File: config.mk
export PLATFORM = sky130hd
export DESIGN_NAME = scaler_stage_monitor
export DESIGN_NICKNAME = d
export VERILOG_FILES = /design/src/rtl/scaler_stage_monitor_pkg.sv /design/src/rtl/scaler_stage_monitor_edge.sv /design/src/rtl/scaler_stage_monitor.sv
export SDC_FILE = /design/constraint.sdc
export NUM_CORES = 1
export LEC_CHECK = 0
export ABC_CLOCK_PERIOD_IN_PS = 2360
export CAP_MARGIN = 20
export CORE_MARGIN = 8
export CORE_UTILIZATION = 37
export DETAILED_ROUTE_END_ITERATION = 16
export GPL_TIMING_DRIVEN = 0
export HOLD_SLACK_MARGIN = 0.08
export SYNTH_ARGS = -nofsm -noshare
export SYNTH_HDL_FRONTEND = slang
export SYNTH_SLANG_ARGS = --single-unit
export TNS_END_PERCENT = 100
File: constraint.sdc
create_clock -name SIM_CLK -period 2.36 [get_ports SIM_CLK]
set_input_delay 0.472 -clock SIM_CLK [delete_from_list [all_inputs] [get_ports SIM_CLK]]
set_output_delay 0.472 -clock SIM_CLK [all_outputs]
set_load 0.02 [all_outputs]
File: src/rtl/scaler_stage_monitor_pkg.sv
// Shared types for the timer scaler-stage monitor.
// Holds the window FSM states, strobe letters and a saturating adder.
package scaler_stage_monitor_pkg;

  typedef enum logic [1:0] {
    ST_IDLE,
    ST_PULSE,
    ST_SETTLE,
    ST_CHECK
  } state_t;

  typedef enum logic [1:0] {
    LT_NONE,
    LT_A,
    LT_B
  } letter_t;

  function automatic logic [1:0] sat_add(
    input logic [1:0] v,
    input logic [1:0] n
  );
    logic [2:0] s;
    s = {1'b0, v} + {1'b0, n};
    return (s > 3'd3) ? 2'd3 : s[1:0];
  endfunction

endpackage

File: src/rtl/scaler_stage_monitor_edge.sv
// Single-input register with rise/fall strobes.
// Strobes compare the registered value against its previous sample.
module edge_detect_reg (
  input  logic clk,
  input  logic rst,
  input  logic d,
  output logic q,
  output logic rise,
  output logic fall
);

  logic q_d;

  always_ff @(posedge clk or posedge rst) begin
    if (rst) begin
      q   <= 1'b0;
      q_d <= 1'b0;
    end else begin
      q   <= d;
      q_d <= q;
    end
  end

  assign rise = q & ~q_d;
  assign fall = ~q & q_d;

endmodule

File: src/rtl/scaler_stage_monitor.sv
// Passive observer of the scaler stage: checks one FS01 toggle and
// one alternating F01A/F01B strobe per P01 pulse, reports lock/errors.
module scaler_stage_monitor
  import scaler_stage_monitor_pkg::*;
#(
  parameter int CNT_W    = 16,
  parameter int SETTLE   = 3,
  parameter int LOCK_CNT = 4
) (
  input  logic             SIM_CLK,
  input  logic             SIM_RST,
  input  logic             P01,
  input  logic             F01A,
  input  logic             F01B,
  input  logic             FS01,
  input  logic             FS01_,
  output logic [CNT_W-1:0] P01_CNT,
  output logic [CNT_W-1:0] FS01_CNT,
  output logic             LOCKED,
  output logic             SEQ_ERR,
  output logic             COMP_ERR
);

  localparam int SW = $clog2(SETTLE + 1);
  localparam int LW = $clog2(LOCK_CNT + 1);

  logic p01_q, p01_rise, p01_fall;
  logic a_q, a_rise, a_fall;
  logic b_q, b_rise, b_fall;
  logic fs_q, fs_rise, fs_fall;
  logic fs_n_q;

  state_t        state, state_nx;
  logic [SW-1:0] settle_ctr;
  logic [1:0]    tog_ctr, stb_ctr;
  letter_t       cur_ltr, last_ltr, win_ltr;
  logic [LW-1:0] clean_ctr, clean_inc;

  logic start_win, do_check, cnt_en;
  logic ltr_ok, seq_bad, comp_bad;

  edge_detect_reg u_p01 (
    .clk(SIM_CLK), .rst(SIM_RST), .d(P01),
    .q(p01_q), .rise(p01_rise), .fall(p01_fall)
  );
  edge_detect_reg u_a (
    .clk(SIM_CLK), .rst(SIM_RST), .d(F01A),
    .q(a_q), .rise(a_rise), .fall(a_fall)
  );
  edge_detect_reg u_b (
    .clk(SIM_CLK), .rst(SIM_RST), .d(F01B),
    .q(b_q), .rise(b_rise), .fall(b_fall)
  );
  edge_detect_reg u_fs (
    .clk(SIM_CLK), .rst(SIM_RST), .d(FS01),
    .q(fs_q), .rise(fs_rise), .fall(fs_fall)
  );

  logic unused_sig;
  assign unused_sig = ^{p01_q, a_q, a_fall, b_q, b_fall};

  always_ff @(posedge SIM_CLK or posedge SIM_RST) begin
    if (SIM_RST) begin
      state  <= ST_IDLE;
      fs_n_q <= 1'b0;
    end else begin
      state  <= state_nx;
      fs_n_q <= FS01_;
    end
  end

  // A rise during CHECK opens the next window rather than losing it.
  always_comb begin
    state_nx = state;
    unique case (state)
      ST_IDLE:   if (p01_rise) state_nx = ST_PULSE;
      ST_PULSE:  if (p01_fall) state_nx = ST_SETTLE;
      ST_SETTLE: begin
        if (p01_rise)
          state_nx = ST_PULSE;
        else if (settle_ctr <= SW'(1))
          state_nx = ST_CHECK;
      end
      ST_CHECK:  state_nx = p01_rise ? ST_PULSE : ST_IDLE;
      default:   state_nx = ST_IDLE;
    endcase
  end

  always_comb begin
    start_win = (state_nx == ST_PULSE) && (state != ST_PULSE);
    do_check  = (state == ST_CHECK) ||
                ((state == ST_SETTLE) && p01_rise);
    cnt_en    = start_win || (state == ST_PULSE) ||
                (state == ST_SETTLE);
    win_ltr   = (stb_ctr == 2'd1) ? cur_ltr : LT_NONE;
    ltr_ok    = (last_ltr == LT_NONE) || (win_ltr != last_ltr);
    seq_bad   = (tog_ctr != 2'd1) || (stb_ctr != 2'd1) || !ltr_ok;
    comp_bad  = (fs_q == fs_n_q);
    clean_inc = (clean_ctr == LW'(LOCK_CNT)) ?
                clean_ctr : clean_ctr + LW'(1);
  end

  // Edges in the opening cycle belong to the new window.
  always_ff @(posedge SIM_CLK or posedge SIM_RST) begin
    if (SIM_RST) begin
      tog_ctr    <= 2'd0;
      stb_ctr    <= 2'd0;
      cur_ltr    <= LT_NONE;
      settle_ctr <= '0;
    end else begin
      if (cnt_en) begin
        tog_ctr <= sat_add(start_win ? 2'd0 : tog_ctr,
                           {1'b0, fs_rise | fs_fall});
        stb_ctr <= sat_add(start_win ? 2'd0 : stb_ctr,
                           {1'b0, a_rise} + {1'b0, b_rise});
        if (b_rise)
          cur_ltr <= LT_B;
        else if (a_rise)
          cur_ltr <= LT_A;
        else if (start_win)
          cur_ltr <= LT_NONE;
      end
      if ((state == ST_PULSE) && p01_fall)
        settle_ctr <= SW'(SETTLE);
      else if ((state == ST_SETTLE) && (settle_ctr != '0))
        settle_ctr <= settle_ctr - SW'(1);
    end
  end

  always_ff @(posedge SIM_CLK or posedge SIM_RST) begin
    if (SIM_RST) begin
      P01_CNT   <= '0;
      FS01_CNT  <= '0;
      LOCKED    <= 1'b0;
      SEQ_ERR   <= 1'b0;
      COMP_ERR  <= 1'b0;
      clean_ctr <= '0;
      last_ltr  <= LT_NONE;
    end else begin
      if (fs_rise)
        FS01_CNT <= FS01_CNT + CNT_W'(1);
      if (do_check) begin
        P01_CNT  <= P01_CNT + CNT_W'(1);
        SEQ_ERR  <= SEQ_ERR | seq_bad;
        COMP_ERR <= COMP_ERR | comp_bad;
        last_ltr <= win_ltr;
        if (seq_bad || comp_bad) begin
          clean_ctr <= '0;
          LOCKED    <= 1'b0;
        end else begin
          clean_ctr <= clean_inc;
          LOCKED    <= (clean_inc == LW'(LOCK_CNT));
        end
      end
    end
  end

endmodule

==> flow_summary_export.csv, run 1 <==
group,metric,value,unit
outcome,outcome,"finished clean",
sta,hold_viol_final,0,
clocking,cts_buffers,9,
sta,fin_crit_sh,86.6,%
detailed_routing,ant_nets,0,
hold_path,min_path_type,"flop to flop",
grt,grt_max_degree,33,
detailed_routing,routed_via_density,4.79,
setup_path,path_class,"flop to flop",
floorplanning,die_w,100,um
floorplanning,rows,30,
clocking,htree_levels,3,
setup_path,crit-reg2reg-launch,"u_p01.q_d",
clocking,cts_hold_buffers,0,
pwr,ir_drop,0.000342,V
cells_and_area,final_util,49.5,%
logic_synthesis,ys_warn_count,0,
floorplanning,io_pins,42,
sta,fin_ws,0.317,ns
detailed_routing,drt-pass1-iter-count,4,
sta,fin_hold_ws,0.372,ns
sta,final.setup_skew,0.00961,ns
clocking,cts_tree,"done",
logic_synthesis,ys.flop_type,"dfrtp_1",
place,placed_area,0.00317,mm2
pwr,p_leak,1.49,nW
grt,grt_pass1_wl,8.94,mm
hold_path,holdCritStartpoint,"u_a.q",
floorplanning,coreArea,0.00683,mm2
cells_and_area,drive_above_1_share,7.64,%
pwr,report.power.total,3.17,mW
setup_path,end_kind,"flop",
sta,finalSetupViolCount,0,
logic_synthesis,syn_nets,246,
logic_synthesis,synth-simple-area-share,16.6,%
floorplanning,initial_core_util,38.4,%
grt,grt_pass1_vias,1896,
setup_path,arrival,2.25,ns
place,post-dp-hpwl,3.64,mm
logic_synthesis,ys_types,40,
logic_synthesis,synth_area,0.00262,mm2
sta,rsz0062_at_grt,"false",
cells_and_area,area_growth,28.9,%
detailed_routing,post_drt_wl_per_cell,13.3,um
detailed_routing,drtIter0Drc,50,
grt,overflow,0,
clocking,clk_latency,0.34,ns
setup_path,critPathLaunch,"u_p01.q_d",
logic_synthesis,synth_top_family_by_area,"simple AND/OR/NAND/NOR gates",
logic_synthesis,postSynth.asyncResetShare,100,%
setup_path,critical_path.max_fanout,7,
grt,grt_usage,11.3,%
logic_synthesis,muxShareOfSynthArea,0.430,%
cells_and_area,nets,299,
detailed_routing,wl,5.12,mm
sta,fmax,0.489,GHz
place,port_buffers,41,
clocking,ctsRootBufferMaster,"clkbuf_8",
logic_synthesis,synth_fa_ha_area_share,4.58,%
place,dp_slack,0.337,ns
logic_synthesis,synth_edf_count,0,
setup_path,worstPathRequired,2.57,ns
clocking,clk_pin_slew,0.07,ns
grt,antenna_found_initial,0,
sta,finalMaxSlewViolations,0,
detailed_routing,remaining_drc_errors,0,
logic_synthesis,synth_xor_area_share,11.0,%
setup_path,critPathLaunchType,"flop",
logic_synthesis,ys_seq_area_share,56.4,%
cells_and_area,design_area,0.00338,mm2
logic_synthesis,synth-compound-area-share,9.22,%
logic_synthesis,yosysTopAreaCell,"dfrtp_1",
clocking,clock-sinks,59,
detailed_routing,vias,1838,
place,globalplace.congestion,0.727,
logic_synthesis,netlist_instances,230,
logic_synthesis,synth-seq-cells,59,
logic_synthesis,avgSynthCellArea,11.4,um2
pwr,power_density,939,mW/mm2
floorplanning,dieArea,0.0100,mm2
sta,worst_slew_pin_slew,0.718,ns
job,timing.max_cap.violations,0,
cells_and_area,n_antenna_cell,0,
sta,max_slew_margin,51.6,%
logic_synthesis,yosys-top-cells-area,"dfrtp_1, xnor2_1, xor2_1",
sta,min_period,2.04,ns
clocking,post_cts_buffers,0,
floorplanning,dieHeight,100,um
logic_synthesis,synth_top_area_share,56.4,%
clocking,postCtsResizedCells,0,
clocking,clk_path_buf_depth,2,
cells in the final DEF (no fill, tap or decap), drive strengths merged, types with 2 or more instances in the layout:
cell / instances
o22ai: 2
o21ai: 9
o311ai: 2
clkinv: 4
nand2: 27
o21bai: 2
nand4: 6
nand2b: 4
and2: 4
nor2b: 5
nor3: 4
and4: 4
o2111ai: 2
a31oi: 2
buf: 2
clkdlybuf4s50: 41
inv: 11
a21oi: 3
nor2: 12
bufinv: 2
ha: 8
nand3: 10
clkbuf: 10
and3: 2
xnor2: 19
dfrtp: 59
a22o: 3
xor2: 14
power breakdown:
| part | internal (mW) | leakage [nW] | switching [mW] |
|---|---|---|---|
| combinational | 0.384 | 0.630 | 0.395 |
| sequential | 1.20 | 0.751 | 0.207 |
| clock | 0.587 | 0.110 | 0.398 |
| total | 2.17 | 1.49 | 1.00 |
kinds of logic after synthesis:
logic type               Yosys count
XOR/XNOR                          33
AO/OA/AOI/OAI                     32
flip-flops                        59
AND/OR/NAND/NOR                   84
multiplexers                       1
buffers and inverters             12
adder cells (fa/ha/maj)            9
flip-flops by register name (all words and copies together) (netlist names):
signal	flops
FS01_CNT	16
P01_CNT	16
clean_ctr	3
cur_ltr	2
last_ltr	2
settle_ctr	2
state	2
stb_ctr	2
tog_ctr	2
COMP_ERR	1
LOCKED	1
SEQ_ERR	1
fs_n_q	1
u_a.q	1
u_a.q_d	1
u_b.q	1
u_b.q_d	1
u_fs.q	1
u_fs.q_d	1
u_p01.q	1
u_p01.q_d	1
synthesized netlist by cell type, drive strengths merged, types with 3 or more instances:
library cell / instances
a22o: 3
and4: 4
nand3: 10
o21ai: 9
dfrtp: 59
nand2: 27
a21oi: 3
nor2: 12
ha: 8
nor3: 4
xor2: 14
nand2b: 4
xnor2: 19
nand4: 6
and2: 4
inv: 11
nor2b: 5
worst paths after layout:
| kind | to | slack, ns | cells after the start |
|---|---|---|---|
| hold reg to reg | u_a.q_d | 0.37 | 0 |
| max in group asynchronous | settle_ctr[1] | 1.26 | 3 |
| setup / recovery | stb_ctr[0] | 0.32 | 6 |
| setup reg to reg | stb_ctr[0] | 0.32 | 6 |
| hold / removal | u_a.q_d | 0.37 | 0 |
| min in group asynchronous | P01_CNT[11] | 0.52 | 2 |
critical path, cell delays in order (launching register included):
cell and delay, ns:
dfrtp_1 0.39, nor2b_1 0.38, nand2_1 0.25, and2_1 0.24
fa_1 0.43, a31oi_1 0.15, a21oi_1 0.09
layer usage:
layer | track usage (%) | routed length [um]
met2 | 17.5 | 2330
met1 | 13.3 | 2350
met4 | 6.98 | 118
met5 | 0 | 0
met3 | 3.60 | 320
layout make-up:
cell class / count / area (um2)
fill: 630 / 3450
sequential: 59 / 1480
multi-input combinational: 159 / 1100
timing repair buffer: 42 / 430
clock buffer: 10 / 128
tap: 96 / 120
clock inverter: 6 / 80.1
inverter: 11 / 41.3
buffer: 1 / 5.00
stage by stage:
stage | TNS, ns | std cells
floorplan | 0 | 230
global placement | -41.00 | 367
detailed placement | 0 | 368
CTS | 0 | 384
global route | 0 | 384
finish | 0 | 384
No activity file was read; power rests on OpenSTA's default activity.
==> inputs of run 2 (changes only) <==
Settings changed: ABC_CLOCK_PERIOD_IN_PS 2360 to 2450.
Clock period 2.36 ns to 2.45 ns, I/O delays scaled along.
==> results of run 2 <==
Same layout as run 1 (identical final DEF). Status: finished clean.
Main changes from that run: setup slack after placement 0.337 ns -> 0.427 ns; setup slack after layout 0.317 ns -> 0.407 ns; register-to-register setup slack 0.32 ns -> 0.41 ns; total power 3.17 mW -> 3.05 mW; worst IR drop on VDD 0.000342 V -> 0.000330 V
